===== config.mk =====
export PLATFORM = sky130hd
export DESIGN_NAME = fifo_uart_tx_flat
export DESIGN_NICKNAME = d
export VERILOG_FILES = /design/src/rtl/fifo_uart_tx_if.sv /design/src/rtl/fifo_uart_tx.sv /design/src/flat_wrapper.sv
export SDC_FILE = /design/constraint.sdc
export NUM_CORES = 1
export LEC_CHECK = 0
export ABC_CLOCK_PERIOD_IN_PS = 4600
export BUFFER_PORTS_ARGS = -buffer_cell sky130_fd_sc_hd__buf_2
export CORE_AREA = 2 2 54 56
export CTS_CLUSTER_DIAMETER = 100
export DETAILED_ROUTE_END_ITERATION = 10
export DIE_AREA = 0 0 56 58
export PLACE_DENSITY = 0.73
export SLEW_MARGIN = 20
export SYNTH_ARGS = -nofsm -noshare
export SYNTH_HDL_FRONTEND = slang
export SYNTH_SLANG_ARGS = --single-unit

===== constraint.sdc =====
create_clock -name clk -period 4.6 [get_ports clk]
set_input_delay 0.69 -clock clk [delete_from_list [all_inputs] [get_ports clk]]
set_output_delay 0.69 -clock clk [all_outputs]
set_load 0.05 [all_outputs]

===== src/rtl/fifo_uart_tx_if.sv =====
// Read port of the 8-bit synchronous FIFO as seen by its single consumer.
// master = the reader (drives pop), slave = the FIFO (drives empty/dout).
interface fifo_uart_tx_if;
  logic       fifo_empty;
  logic [7:0] fifo_dout;
  logic       fifo_pop;

  modport master (
    input  fifo_empty,
    input  fifo_dout,
    output fifo_pop
  );

  modport slave (
    output fifo_empty,
    output fifo_dout,
    input  fifo_pop
  );
endinterface


===== src/rtl/fifo_uart_tx.sv =====
// Drains bytes from the FIFO read port and sends each as an 8N1/8N2 UART frame,
// LSB first. All outputs are decoded from registered state only.
module fifo_uart_tx #(
  parameter int CLKS_PER_BIT = 868,
  parameter int STOP_BITS    = 1
) (
  input  logic           clk,
  input  logic           reset,
  input  logic           enable,
  fifo_uart_tx_if.master fifo,
  output logic           tx,
  output logic           busy,
  output logic           byte_done
);

  localparam int            BW        = (CLKS_PER_BIT > 1) ? $clog2(CLKS_PER_BIT) : 1;
  localparam logic [BW-1:0] BAUD_LAST = BW'(CLKS_PER_BIT - 1);
  localparam logic          STOP_LAST = (STOP_BITS == 2);

  typedef enum logic [2:0] {
    IDLE,
    POP,
    LOAD,
    START,
    DATA,
    STOP
  } state_t;

  state_t        state_reg, state_next;
  logic [BW-1:0] baud_cnt_reg, baud_cnt_next;
  logic [2:0]    bit_cnt_reg, bit_cnt_next;
  logic          stop_cnt_reg, stop_cnt_next;
  logic [7:0]    shift_reg, shift_next;
  logic          baud_last;
  logic          can_start;

  assign baud_last = (baud_cnt_reg == BAUD_LAST);
  assign can_start = enable && !fifo.fifo_empty;

  always_ff @(posedge clk) begin
    if (reset) begin
      state_reg    <= IDLE;
      baud_cnt_reg <= '0;
      bit_cnt_reg  <= '0;
      stop_cnt_reg <= 1'b0;
      shift_reg    <= '0;
    end else begin
      state_reg    <= state_next;
      baud_cnt_reg <= baud_cnt_next;
      bit_cnt_reg  <= bit_cnt_next;
      stop_cnt_reg <= stop_cnt_next;
      shift_reg    <= shift_next;
    end
  end

  always_comb begin
    state_next    = state_reg;
    baud_cnt_next = baud_cnt_reg;
    bit_cnt_next  = bit_cnt_reg;
    stop_cnt_next = stop_cnt_reg;
    shift_next    = shift_reg;
    case (state_reg)
      IDLE: begin
        if (can_start) state_next = POP;
      end
      POP: begin
        state_next = LOAD;
      end
      LOAD: begin
        shift_next    = fifo.fifo_dout;
        baud_cnt_next = '0;
        state_next    = START;
      end
      START: begin
        if (baud_last) begin
          baud_cnt_next = '0;
          bit_cnt_next  = '0;
          state_next    = DATA;
        end else begin
          baud_cnt_next = baud_cnt_reg + 1'b1;
        end
      end
      DATA: begin
        if (baud_last) begin
          baud_cnt_next = '0;
          shift_next    = {1'b0, shift_reg[7:1]};
          if (bit_cnt_reg == 3'd7) begin
            stop_cnt_next = 1'b0;
            state_next    = STOP;
          end else begin
            bit_cnt_next = bit_cnt_reg + 3'd1;
          end
        end else begin
          baud_cnt_next = baud_cnt_reg + 1'b1;
        end
      end
      STOP: begin
        if (baud_last) begin
          baud_cnt_next = '0;
          // enable and empty are only consulted here and in IDLE, so a frame is never cut short
          if (stop_cnt_reg == STOP_LAST) begin
            state_next = can_start ? POP : IDLE;
          end else begin
            stop_cnt_next = stop_cnt_reg + 1'b1;
          end
        end else begin
          baud_cnt_next = baud_cnt_reg + 1'b1;
        end
      end
      default: begin
        state_next = IDLE;
      end
    endcase
  end

  always_comb begin
    tx = 1'b1;
    case (state_reg)
      START:   tx = 1'b0;
      DATA:    tx = shift_reg[0];
      default: tx = 1'b1;
    endcase
  end

  assign fifo.fifo_pop = (state_reg == POP);
  assign busy          = (state_reg != IDLE);
  assign byte_done     = (state_reg == STOP) && baud_last && (stop_cnt_reg == STOP_LAST);

endmodule


===== src/flat_wrapper.sv =====
// flat-port wrapper written by rule: the top's interface ports become plain ports
module fifo_uart_tx_flat 
#(
  parameter int CLKS_PER_BIT = 868,
  parameter int STOP_BITS    = 1
)
  (clk, reset, enable, tx, busy, byte_done, fifo_fifo_empty, fifo_fifo_dout, fifo_fifo_pop);
  fifo_uart_tx_if fifo_i ();
  input  logic clk;
  input  logic reset;
  input  logic enable;
  output logic tx;
  output logic busy;
  output logic byte_done;
  input wire logic [$bits(fifo_i.fifo_empty)-1:0] fifo_fifo_empty;
  input wire logic [$bits(fifo_i.fifo_dout)-1:0] fifo_fifo_dout;
  output wire logic [$bits(fifo_i.fifo_pop)-1:0] fifo_fifo_pop;
  assign fifo_i.fifo_empty = fifo_fifo_empty;
  assign fifo_i.fifo_dout = fifo_fifo_dout;
  assign fifo_fifo_pop = fifo_i.fifo_pop;
  fifo_uart_tx #(.CLKS_PER_BIT(CLKS_PER_BIT), .STOP_BITS(STOP_BITS)) u_core (.clk(clk), .reset(reset), .enable(enable), .fifo(fifo_i), .tx(tx), .busy(busy), .byte_done(byte_done));
endmodule

==> results.py <==
metrics = {
    "global_routing": {
        "grt_max_degree": 26,
        "grt_pass1_vias": 1151,
        "overflow": 0,
        "grt.total_usage": 0.191,
        "antenna_found_initial": 0,
        "grt_first_pass_wirelength_um": 5060,
    },
    "timing": {
        "finalClockSkew_ns": 0.00151,
        "slew_headroom": 0.446,
        "fin_crit_ns": 2.95,
        "max_freq_ghz": 0.339,
        "layout_setup_ws_ns": 1.65,
        "fin_crit_sh": 0.640,
        "drv_slew": 0,
        "hold_viol": 0,
        "setup_viol": 0,
        "worst_pin_slew_ns": 0.825,
        "rsz0062_at_grt": "false",
        "tns_ns": 0,
    },
    "synthesis": {
        "avgSynthCellArea_um2": 8.59,
        "yosys_warnings": 0,
        "synthSimpleGateAreaFrac": 0.314,
        "synth_nets": 177,
        "async_reset_ff_frac": 0,
        "synthTopCellsByArea": "dfxtp_1 35%, nor3_1 6.1%, a221oi_1 4.4%",
        "post-synth-top-area-cell": "dfxtp_1",
        "synth_edf_count": 0,
        "netlist_area_um2": 1390,
        "synth_top_area_share": 0.345,
        "syn_inst": 162,
        "synth_mux_area_frac": 0.0216,
        "synth_xor_xnor_area_share": 0.0189,
        "synth_top_family_by_area": "simple AND/OR/NAND/NOR gates",
        "synth_seq_cells": 24,
        "synthAdderAreaFrac": 0.0270,
        "yosysUniqueCellTypes": 47,
        "synth_compound_area_frac": 0.215,
        "synth_top_flop_cell": "dfxtp_1",
        "ys_seq_area_frac": 0.345,
    },
    "drt": {
        "routed-via-count": 1285,
        "postRouteWirelength_um": 2990,
        "drt-pass1-iter-count": 5,
        "initialDrtViolationCount": 42,
        "vias_per_cell": 6.43,
        "drt-wirelength-per-cell_um": 14.9,
        "ant_nets": 0,
        "drc": 0,
    },
    "clock_network": {
        "htree_levels": 1,
        "cts_tree": "done",
        "clockBufferDepth": 2,
        "cts-buffers-inserted": 3,
        "ctsHoldBuffers": 0,
        "root_buffer": "clkbuf_4",
        "clock_latency_ns": 0.30,
        "clock_sinks": 24,
        "path_clk_slew_ns": 0.12,
        "post-cts-setup-buffers": 0,
        "ctsResizeCount": 0,
    },
    "floorplan": {
        "start_util": 0.523,
        "dieArea_um2": 3250,
        "core_area_um2": 2660,
        "io_pins": 16,
        "rows": 19,
        "fp.dieH_um": 58,
        "die_w_um": 56,
    },
    "flow_run": {
        "cap_violations": 0,
    },
    "setup_path": {
        "startpoint_type": "register",
        "r2r_cells": 5,
        "cpPeakStageDelay_ns": 0.51,
        "critPathCaptureType": "output pin",
        "critPathSlowestCell": "or4b_4",
        "timing.rr.start": "u_core.baud_cnt_reg[0]$_SDFFE_PP0P_",
        "arrival_ns": 2.26,
        "crit_fanout": 5,
        "reg2reg_slack_ns": 2.41,
        "critPathKind": "register to output pin",
        "worst_ep_required_time_ns": 3.91,
        "path_cells": "ha_1, or4b_4, nor3_1, and3_1, buf_2",
        "worstReg2RegEnd": "u_core.baud_cnt_reg[5]$_SDFFE_PP0P_",
    },
    "hold_path": {
        "worstHoldStart": "u_core.bit_cnt_reg[2]$_SDFFE_PP0P_",
        "min_path_type": "register to register",
        "hold_end": "u_core.bit_cnt_reg[2]$_SDFFE_PP0P_",
        "hold_path_depth": 2,
    },
    "pwr": {
        "p_leak_nw": 0.516,
        "ir_drop_mv": 0.198,
        "p_per_area_nw_per_um2": 314,
    },
    "cells_and_area": {
        "layout-drive-gt1-share": 0.154,
        "largest_reg_flops": 10,
        "final_util": 0.554,
        "design_area_um2": 1470,
        "finalNetCount": 186,
        "n_antenna_cell": 0,
        "final_cells": 200,
        "n_fill_cell": 246,
        "syn_to_final_growth_pct": 5.94,
    },
    "placed_design": {
        "post-dp-hpwl_um": 2150,
        "port_buffers": 15,
        "dp_slack_ns": 2.02,
        "placed_cells": 197,
        "place.gp.congestion": 0.834,
        "placed_area_um2": 1450,
    },
    "run_status": {
        "status": "finished clean",
    },
}
cells in the final DEF (no fill, tap or decap), types with 2 or more instances in the layout:
cell type and instances:
dfxtp_1 24, nor3_1 17, buf_2 15, nand2_1 14, a21oi_1 7, nor2b_1 7
a221oi_1 7, nor2_1 7, nand3_1 7, a31oi_1 5, inv_1 4, or3_1 3
and3_1 3, xnor2_1 3, mux2i_1 3, o2111ai_1 3, ha_1 3, clkbuf_4 3
and3b_1 2, and4_1 2, a311oi_1 2, nor4_1 2, o22a_1 2
worst max path at each step:
stage | startpoint | endpoint | slack, ns | depth (start not counted)
after floorplan | u_core.state_reg[0]$_SDFFE_PP0P_ | fifo_fifo_pop | 2.09 | 2
after global placement | u_core.baud_cnt_reg[0]$_SDFFE_PP0P_ | byte_done | 2.09 | 5
after detailed placement | u_core.baud_cnt_reg[0]$_SDFFE_PP0P_ | byte_done | 2.02 | 5
after CTS | u_core.baud_cnt_reg[0]$_SDFFE_PP0P_ | byte_done | 1.65 | 5
after global routing | u_core.baud_cnt_reg[0]$_SDFFE_PP0P_ | byte_done | 1.52 | 5
final | u_core.baud_cnt_reg[0]$_SDFFE_PP0P_ | byte_done | 1.65 | 5
critical path: cells and delay by family (launching register included):
kind / cells / cell delay [ns]
AND/OR/NAND/NOR: 3 / 1.05
flip-flops: 1 / 0.41
adder cells (fa/ha/maj): 1 / 0.24
buffers and inverters: 1 / 0.25
metrics by stage:
stage | power, W | hold slack, ns
floorplan | 0.000353 | 0.436
global placement | 0.000372 | 0.446
detailed placement | 0.000377 | 0.455
CTS | 0.000468 | 0.473
global route | 0.000492 | 0.495
finish | 0.000463 | 0.473
power by group:
group	internal (W)	leakage, nW	total, W	switching, W
clock network	0.0000305	0.0138	0.0000897	0.0000592
logic	0.0000483	0.308	0.000123	0.0000743
registers	0.000228	0.195	0.000250	0.0000227
total	0.000307	0.516	0.000463	0.000156
cell usage after synthesis, types with 2 or more instances:
library cell	instances
a21oi_1	7
a221oi_1	7
a311oi_1	2
a31oi_1	5
and3_1	3
and3b_1	2
and4_1	2
buf_2	5
buf_6	2
clkbuf_1	4
dfxtp_1	24
ha_1	3
inv_1	4
mux2i_1	3
nand2_1	14
nand3_1	7
nor2_1	7
nor2b_1	7
nor3_1	17
nor3b_1	2
nor4_1	2
o2111ai_1	3
o22a_1	2
or3_1	3
xnor2_1	3
cell type report:
class / count / area [um^2] / area share
Timing Repair Buffer: 16 / 82.6 / 0.0560
Multi-Input combinational cell: 122 / 835 / 0.566
Tap cell: 31 / 38.8 / 0.0263
Clock buffer: 3 / 22.5 / 0.0153
Sequential cell: 24 / 480 / 0.326
Inverter: 4 / 15.0 / 0.0102
per-layer routing:
layer | part of all wire | global-route usage | up-vias
met3 | 0.042 | 0.0223 | 6
met5 | 0 | 0 | -
met1 | 0.46 | 0.253 | 615
li1 | - | - | 627
met2 | 0.49 | 0.314 | 37
met4 | 0.016 | 0.0884 | 0
cells by family after synthesis:
kind of cell	Yosys count
and+or+nand+nor	77
xor gates and xnor gates	3
muxes	3
AOI/OAI and AO/OA	36
DFF	24
adders and majority gates	3
buffers and inverters	16
No activity file was read; power rests on OpenSTA's default activity.
